--- src/rtl/fp_vector_adder_arbiter_if.sv ---
// Bus bundle between the requesters, the shared vector adder and the arbiter.
// The arbiter takes the slave modport; the requester/adder side takes master.
interface fp_vector_adder_arbiter_if #(
    parameter int WIDTH      = 32,
    parameter int NUM_INPUTS = 5,
    parameter int NUM_REQ    = 3
);
    localparam int VW = WIDTH * NUM_INPUTS;

    logic [NUM_REQ-1:0]    req_valid;
    logic [NUM_REQ*VW-1:0] req_a;
    logic [NUM_REQ*VW-1:0] req_b;
    logic [NUM_REQ-1:0]    req_grant;
    logic [VW-1:0]         add_a;
    logic [VW-1:0]         add_b;
    logic                  add_ready;
    logic [VW-1:0]         add_o;
    logic                  add_valid;
    logic [VW-1:0]         res_o;
    logic [NUM_REQ-1:0]    res_valid;
    logic                  err;

    modport master (
        output req_valid, req_a, req_b, add_o, add_valid,
        input  req_grant, add_a, add_b, add_ready, res_o, res_valid, err
    );

    modport slave (
        input  req_valid, req_a, req_b, add_o, add_valid,
        output req_grant, add_a, add_b, add_ready, res_o, res_valid, err
    );
endinterface

--- src/rtl/fp_vector_adder_arbiter.sv ---
// Round-robin sharing of one pipelined vector adder among NUM_REQ requesters;
// an in-order tag FIFO routes each returning result to the requester that issued it.
module fp_vector_adder_arbiter #(
    parameter int WIDTH      = 32,
    parameter int NUM_INPUTS = 5,
    parameter int NUM_REQ    = 3,
    parameter int LATENCY    = 11
) (
    input  logic                      clk,
    input  logic                      rst,
    fp_vector_adder_arbiter_if.slave  bus
);
    localparam int VW    = WIDTH * NUM_INPUTS;
    localparam int DEPTH = LATENCY + 1;
    localparam int PTR_W = (DEPTH > 1) ? $clog2(DEPTH) : 1;
    localparam int CNT_W = $clog2(DEPTH + 1);
    localparam int ID_W  = $clog2(NUM_REQ);
    localparam int IDX_W = ID_W + 1;

    logic [ID_W-1:0]    rr_ptr_q, rr_ptr_d;
    logic               add_ready_q, add_ready_d;
    logic [VW-1:0]      add_a_q, add_a_d;
    logic [VW-1:0]      add_b_q, add_b_d;
    logic [VW-1:0]      res_o_q, res_o_d;
    logic [NUM_REQ-1:0] res_valid_q, res_valid_d;
    logic               err_q, err_d;
    logic [PTR_W-1:0]   wr_ptr_q, wr_ptr_d;
    logic [PTR_W-1:0]   rd_ptr_q, rd_ptr_d;
    logic [CNT_W-1:0]   count_q, count_d;
    logic [ID_W-1:0]    fifo_q [DEPTH];

    logic               grant_any;
    logic [ID_W-1:0]    grant_id;
    logic [IDX_W-1:0]   scan_idx;
    logic [NUM_REQ-1:0] grant;
    logic               fifo_empty;
    logic               fifo_full;
    logic               pop_valid;
    logic               bypass;
    logic               spurious;
    logic               overflow;
    logic               do_write;
    logic               do_read;
    logic [ID_W-1:0]    pop_tag;

    // Grants are suppressed while reset is held so nothing is accepted that would be lost.
    always_comb begin
        grant_any = 1'b0;
        grant_id  = '0;
        scan_idx  = '0;
        if (!rst) begin
            for (int i = 0; i < NUM_REQ; i++) begin
                scan_idx = {1'b0, rr_ptr_q} + IDX_W'(i);
                if (scan_idx >= IDX_W'(NUM_REQ)) begin
                    scan_idx = scan_idx - IDX_W'(NUM_REQ);
                end
                if (!grant_any && bus.req_valid[scan_idx[ID_W-1:0]]) begin
                    grant_any = 1'b1;
                    grant_id  = scan_idx[ID_W-1:0];
                end
            end
        end
        grant = grant_any ? (NUM_REQ'(1) << grant_id) : '0;
    end

    always_comb begin
        rr_ptr_d    = rr_ptr_q;
        add_ready_d = grant_any;
        add_a_d     = add_a_q;
        add_b_d     = add_b_q;
        if (grant_any) begin
            rr_ptr_d = (grant_id == ID_W'(NUM_REQ - 1)) ? '0 : grant_id + 1'b1;
            add_a_d  = bus.req_a[grant_id*VW +: VW];
            add_b_d  = bus.req_b[grant_id*VW +: VW];
        end
    end

    // A result arriving on an empty FIFO in the same cycle as a push takes the
    // pushed tag directly; without a push it is a protocol error and is ignored.
    always_comb begin
        fifo_empty = (count_q == '0);
        fifo_full  = (count_q == CNT_W'(DEPTH));
        pop_valid  = bus.add_valid && (!fifo_empty || grant_any);
        bypass     = bus.add_valid && fifo_empty && grant_any;
        spurious   = bus.add_valid && fifo_empty && !grant_any;
        overflow   = grant_any && fifo_full && !bus.add_valid;
        do_write   = grant_any && !overflow && !bypass;
        do_read    = pop_valid && !bypass;
        pop_tag    = fifo_empty ? grant_id : fifo_q[rd_ptr_q];

        wr_ptr_d = wr_ptr_q;
        rd_ptr_d = rd_ptr_q;
        count_d  = count_q;
        if (do_write) begin
            wr_ptr_d = (wr_ptr_q == PTR_W'(DEPTH - 1)) ? '0 : wr_ptr_q + 1'b1;
        end
        if (do_read) begin
            rd_ptr_d = (rd_ptr_q == PTR_W'(DEPTH - 1)) ? '0 : rd_ptr_q + 1'b1;
        end
        if (do_write && !do_read) begin
            count_d = count_q + 1'b1;
        end else if (!do_write && do_read) begin
            count_d = count_q - 1'b1;
        end

        res_o_d     = res_o_q;
        res_valid_d = '0;
        if (pop_valid) begin
            res_o_d     = bus.add_o;
            res_valid_d = NUM_REQ'(1) << pop_tag;
        end
        err_d = err_q || spurious || overflow;
    end

    always_ff @(posedge clk or posedge rst) begin
        if (rst) begin
            rr_ptr_q    <= '0;
            add_ready_q <= 1'b0;
            add_a_q     <= '0;
            add_b_q     <= '0;
            res_o_q     <= '0;
            res_valid_q <= '0;
            err_q       <= 1'b0;
            wr_ptr_q    <= '0;
            rd_ptr_q    <= '0;
            count_q     <= '0;
        end else begin
            rr_ptr_q    <= rr_ptr_d;
            add_ready_q <= add_ready_d;
            add_a_q     <= add_a_d;
            add_b_q     <= add_b_d;
            res_o_q     <= res_o_d;
            res_valid_q <= res_valid_d;
            err_q       <= err_d;
            wr_ptr_q    <= wr_ptr_d;
            rd_ptr_q    <= rd_ptr_d;
            count_q     <= count_d;
        end
    end

    // Tag storage needs no reset: only entries between the pointers are ever read.
    always_ff @(posedge clk) begin
        if (do_write) begin
            fifo_q[wr_ptr_q] <= grant_id;
        end
    end

    assign bus.req_grant = grant;
    assign bus.add_a     = add_a_q;
    assign bus.add_b     = add_b_q;
    assign bus.add_ready = add_ready_q;
    assign bus.res_o     = res_o_q;
    assign bus.res_valid = res_valid_q;
    assign bus.err       = err_q;
endmodule

--- src/flat_wrapper.sv ---
// flat-port wrapper written by rule: the top's interface ports become plain ports
module fp_vector_adder_arbiter_flat 
#(
    parameter int WIDTH      = 32,
    parameter int NUM_INPUTS = 5,
    parameter int NUM_REQ    = 3,
    parameter int LATENCY    = 11
)
  (clk, rst, bus_req_valid, bus_req_a, bus_req_b, bus_add_o, bus_add_valid, bus_req_grant, bus_add_a, bus_add_b, bus_add_ready, bus_res_o, bus_res_valid, bus_err);
  fp_vector_adder_arbiter_if #(.WIDTH(WIDTH), .NUM_INPUTS(NUM_INPUTS), .NUM_REQ(NUM_REQ)) bus_i ();
  input  logic clk;
  input  logic rst;
  input wire logic [$bits(bus_i.req_valid)-1:0] bus_req_valid;
  input wire logic [$bits(bus_i.req_a)-1:0] bus_req_a;
  input wire logic [$bits(bus_i.req_b)-1:0] bus_req_b;
  input wire logic [$bits(bus_i.add_o)-1:0] bus_add_o;
  input wire logic [$bits(bus_i.add_valid)-1:0] bus_add_valid;
  output wire logic [$bits(bus_i.req_grant)-1:0] bus_req_grant;
  output wire logic [$bits(bus_i.add_a)-1:0] bus_add_a;
  output wire logic [$bits(bus_i.add_b)-1:0] bus_add_b;
  output wire logic [$bits(bus_i.add_ready)-1:0] bus_add_ready;
  output wire logic [$bits(bus_i.res_o)-1:0] bus_res_o;
  output wire logic [$bits(bus_i.res_valid)-1:0] bus_res_valid;
  output wire logic [$bits(bus_i.err)-1:0] bus_err;
  assign bus_i.req_valid = bus_req_valid;
  assign bus_i.req_a = bus_req_a;
  assign bus_i.req_b = bus_req_b;
  assign bus_i.add_o = bus_add_o;
  assign bus_i.add_valid = bus_add_valid;
  assign bus_req_grant = bus_i.req_grant;
  assign bus_add_a = bus_i.add_a;
  assign bus_add_b = bus_i.add_b;
  assign bus_add_ready = bus_i.add_ready;
  assign bus_res_o = bus_i.res_o;
  assign bus_res_valid = bus_i.res_valid;
  assign bus_err = bus_i.err;
  fp_vector_adder_arbiter #(.WIDTH(WIDTH), .NUM_INPUTS(NUM_INPUTS), .NUM_REQ(NUM_REQ), .LATENCY(LATENCY)) u_core (.clk(clk), .rst(rst), .bus(bus_i));
endmodule
--- config.mk ---
export PLATFORM = sky130hd
export DESIGN_NAME = fp_vector_adder_arbiter_flat
export DESIGN_NICKNAME = d
export VERILOG_FILES = /design/src/rtl/fp_vector_adder_arbiter_if.sv /design/src/rtl/fp_vector_adder_arbiter.sv /design/src/flat_wrapper.sv
export SDC_FILE = /design/constraint.sdc
export NUM_CORES = 1
export LEC_CHECK = 0
export CORE_AREA = 2 2 631 633
export DETAILED_ROUTE_END_ITERATION = 16
export DIE_AREA = 0 0 633 635
export SETUP_SLACK_MARGIN = 0.15
export SLEW_MARGIN = 20
export SYNTH_ARGS = -nofsm -noshare
export SYNTH_HDL_FRONTEND = slang
export SYNTH_SLANG_ARGS = --single-unit
--- constraint.sdc ---
create_clock -name clk -period 20 [get_ports clk]
set_clock_uncertainty 0.2 [all_clocks]
set_input_delay 4 -clock clk [delete_from_list [all_inputs] [get_ports clk]]
set_output_delay 4 -clock clk [all_outputs]
set_load 0.1 [all_outputs]
==> reports/metrics.cfg <==
[grt]
grt_pass1_wl_um = 370800
grt_overflow_total = 0
antenna_found_initial = 363
gr-usage-all-layers = 0.1478
grt_pass1_vias = 27180
grt_max_degree = 126

[power_and_ir_drop]
intPower_w = 0.003843
p_per_area_nw_per_um2 = 195.0
power_frac_comb = 0.648
ir_worst_vdd_mv = 0.1091
clockPowerShare = 0.166
p_seq_frac = 0.186
fin_total_pwr_w = 0.009668
netSwitchingFraction = 0.6025
switchingPower_w = 0.005824
p_leak_nw = 17.42

[synthesis]
synth_flop_cell = dfrtp_1
synth_cell_types = 56
synth_top_cell_by_area = dfrtp_1
ys_seq_area_frac = 0.5343
synth_area_um2 = 24720
yosysWarnings = 0
synth-async-reset-ratio = 0.9541
synth-edff-count = 24
synth.avg_cell_area_um2 = 11.29
synth-seq-cells = 523
synthTopCellsByArea = dfrtp_1, a221o_1, a221oi_1, o2bb2ai_1, mux2_2
syn_inst = 2189
synth_top_area_frac = 0.5051
synthesis.nets = 3326

[placed_design]
routabilityCongestion = 0.9520
placed_area_um2 = 46500
dp_slack_ns = 8.187
numPortBuffers = 1613
dp.cells = 8863
dp_hpwl_um = 268800

[critical_path]
startpoint_type = input port
reg2reg_depth = 10
cp.required_ns = 15.80
reg2reg_slack_ns = 14.45
startpoint = bus_req_valid[2]
worstSetupPathType = in2out
worstPathArrival_ns = 7.58
worstReg2RegEnd = u_core.bus.add_a[106]$_DFFE_PP0P_
cp-end-kind = primary output
worstPathMaxFanout = 24
worstReg2RegStart = u_core.rr_ptr_q[0]$_DFFE_PP0P_

[sta]
setup_slack_ns = 8.222
period_needed_ns = 11.78
hold_viol = 0
slew_headroom = 0.1582
tns_ns = 0
slew_violations = 0
grt_setup_unrepaired = no
max_freq_ghz = 0.08491
finalSetupViolCount = 0
fin_crit_sh = 0.5889
worstMarginPinSlew_ns = 1.259

[clock_tree]
numCtsBuffers = 84
ctsRootBufferMaster = clkbuf_16
clk_path_buf_depth = 4
cts_max_level = 3
ctsHoldBuffers = 0
clock_sinks = 523
post-cts-setup-buffers = 0
ctsResizeCount = 0
tritoncts = built
worstSkewPairLatency_ns = 0.85
clk_pin_slew_ns = 0.06

[route]
drcViolationCount = 0
final_antenna_net_count = 0
wirelength_um = 309600
wl_met2_um = 146700
drt-pass1-iter-count = 6
drt-met1-wl_um = 113000
vias = 28810
wl_per_cell_um = 33.98
vias_per_cell = 3.162
route.met3.wl_um = 33440
drtIter0Drc = 2380
routed.top_layer = met5

[final_layout]
nFillCells = 45020
multi_input_area_um2 = 10510
syn_to_final_growth_pct = 100.5
drive_above_1_share = 0.1519
final-seq-area_um2 = 13210
final_cells = 9112
nets = 4844
stdcell_area_um2 = 49570

[outcome]
status = finished clean

[floorplan]
core_um2 = 394800
initial_core_util = 0.06261
die-area_um2 = 402000
pin_count = 1614
num_rows = 231
die_y_um = 635
die_w_um = 633

[job]
drv_cap = 0

[hold_path]
min_path_type = reg2reg
hp-start = u_core.bus.res_o[0]$_DFFE_PP0P_
hold_end = u_core.bus.res_o[0]$_DFFE_PP0P_
hold_depth = 1

==> worst max-delay path, cell delays in order <==
cell	delay, ns
clkdlybuf4s50_1	0.64
nor2_1	0.13
maj3_2	0.36
a211o_4	0.52
a21oi_4	0.63
clkdlybuf4s50_1	1.27
==> cell usage after synthesis (all sizes together), types with 3 or more instances <==
cell type  count
mux4           4
nor2         166
o21ai        176
o2bb2ai      151
and3          11
a21oi        175
mux2         164
buf           80
mux2i          4
nand3        173
inv            8
a21o           5
xnor2          3
ha            10
dfrtp        499
edfxtp        24
nor3b          3
clkbuf       163
a221o        170
a221oi       151
nor2b          5
nand2         12
==> final cells by class <==
class                   instances  share of cell area
diodes                        104            0.005251
clock buffers                 102             0.04640
clock inverters                43             0.01096
inverters                       8           0.0008583
multi-input cells            1415              0.2121
flip-flops and latches        523              0.2665
well taps                    5242              0.1323
repair buffers               1675              0.3257
==> power groups by stage <==
stage | clock network [W] | registers, W | logic (W)
6_report | 0.00160 | 0.00180 | 0.00626
5_1_grt | 0.00170 | 0.00185 | 0.00645
3_3_place_gp | 0 | 0.00180 | 0.00632
2_1_floorplan | 0 | 0.00467 | 0.00121
4_1_cts | 0.00168 | 0.00180 | 0.00633
3_5_place_dp | 0 | 0.00181 | 0.00633
==> layer usage <==
metal,global-route usage,up-vias
met3,0.06566,827
met5,0,-
met2,0.2526,2060
met1,0.1602,14090
met4,0.05397,138
li1,-,11690
==> registers in the layout, indices dropped and copies added (netlist names) <==
signal	cells
u_core.bus.add_b	160
u_core.rr_ptr_q	2
u_core.fifo_q	24
u_core.bus.err	1
u_core.count_q	4
u_core.rd_ptr_q	4
u_core.bus.add_ready	1
u_core.bus.add_a	160
u_core.wr_ptr_q	4
u_core.bus.res_o	160
u_core.bus.res_valid	3
==> cell families (layout without fill, tap and decap cells) <==
kind of cell	count (synthesis)	in the layout	share of synthesized area
other cells	0	104	0
simple gates	383	383	0.07081
flops	523	523	0.5343
fa+ha+maj	12	12	0.006327
buf+inv	251	1828	0.04409
compound gates	844	844	0.2540
mux	172	172	0.08908
xor+xnor	4	4	0.001417
==> how the worst max path moves through the flow <==
stage	to	slack, ns	cells past startpoint
5_1_grt	bus_req_grant[0]	8.12	6
2_1_floorplan	u_core.bus.add_a[0]$_DFFE_PP0P_	1.67	2
3_3_place_gp	bus_req_grant[1]	8.07	6
3_5_place_dp	bus_req_grant[0]	8.19	6
6_report	bus_req_grant[0]	8.22	6
4_1_cts	bus_req_grant[0]	8.19	6
==> metrics by stage <==
stage / utilization / hold WS [ns]
finish: 0.1255 / 0.2918
global route: 0.1253 / 0.2999
CTS: 0.1250 / 0.2871
detailed placement: 0.1178 / 0.2728
global placement: 0.1177 / 0.2652
floorplan: - / 0.2787
==> cells in the final DEF (no fill, tap or decap), types with 4 or more instances in the layout <==
cell type / n
nand2_1: 12
clkinvlp_4: 10
clkdlybuf4s50_1: 1420
mux2_1: 7
a21oi_1: 173
mux2i_1: 4
clkinv_4: 4
nor2b_1: 5
clkbuf_1: 5
mux2_2: 97
mux4_2: 4
a221o_1: 170
edfxtp_1: 24
dfrtp_1: 499
and3_1: 11
nor2_1: 165
ha_1: 10
a221oi_1: 151
clkbuf_8: 13
buf_2: 20
mux2_4: 60
a21o_1: 5
o21ai_0: 173
inv_1: 6
clkinv_2: 12
buf_12: 4
clkbuf_16: 84
o2bb2ai_1: 151
nand3_1: 173
diode_2: 104
buf_4: 229
bufinv_16: 10
(Power assumes the default switching activity.)
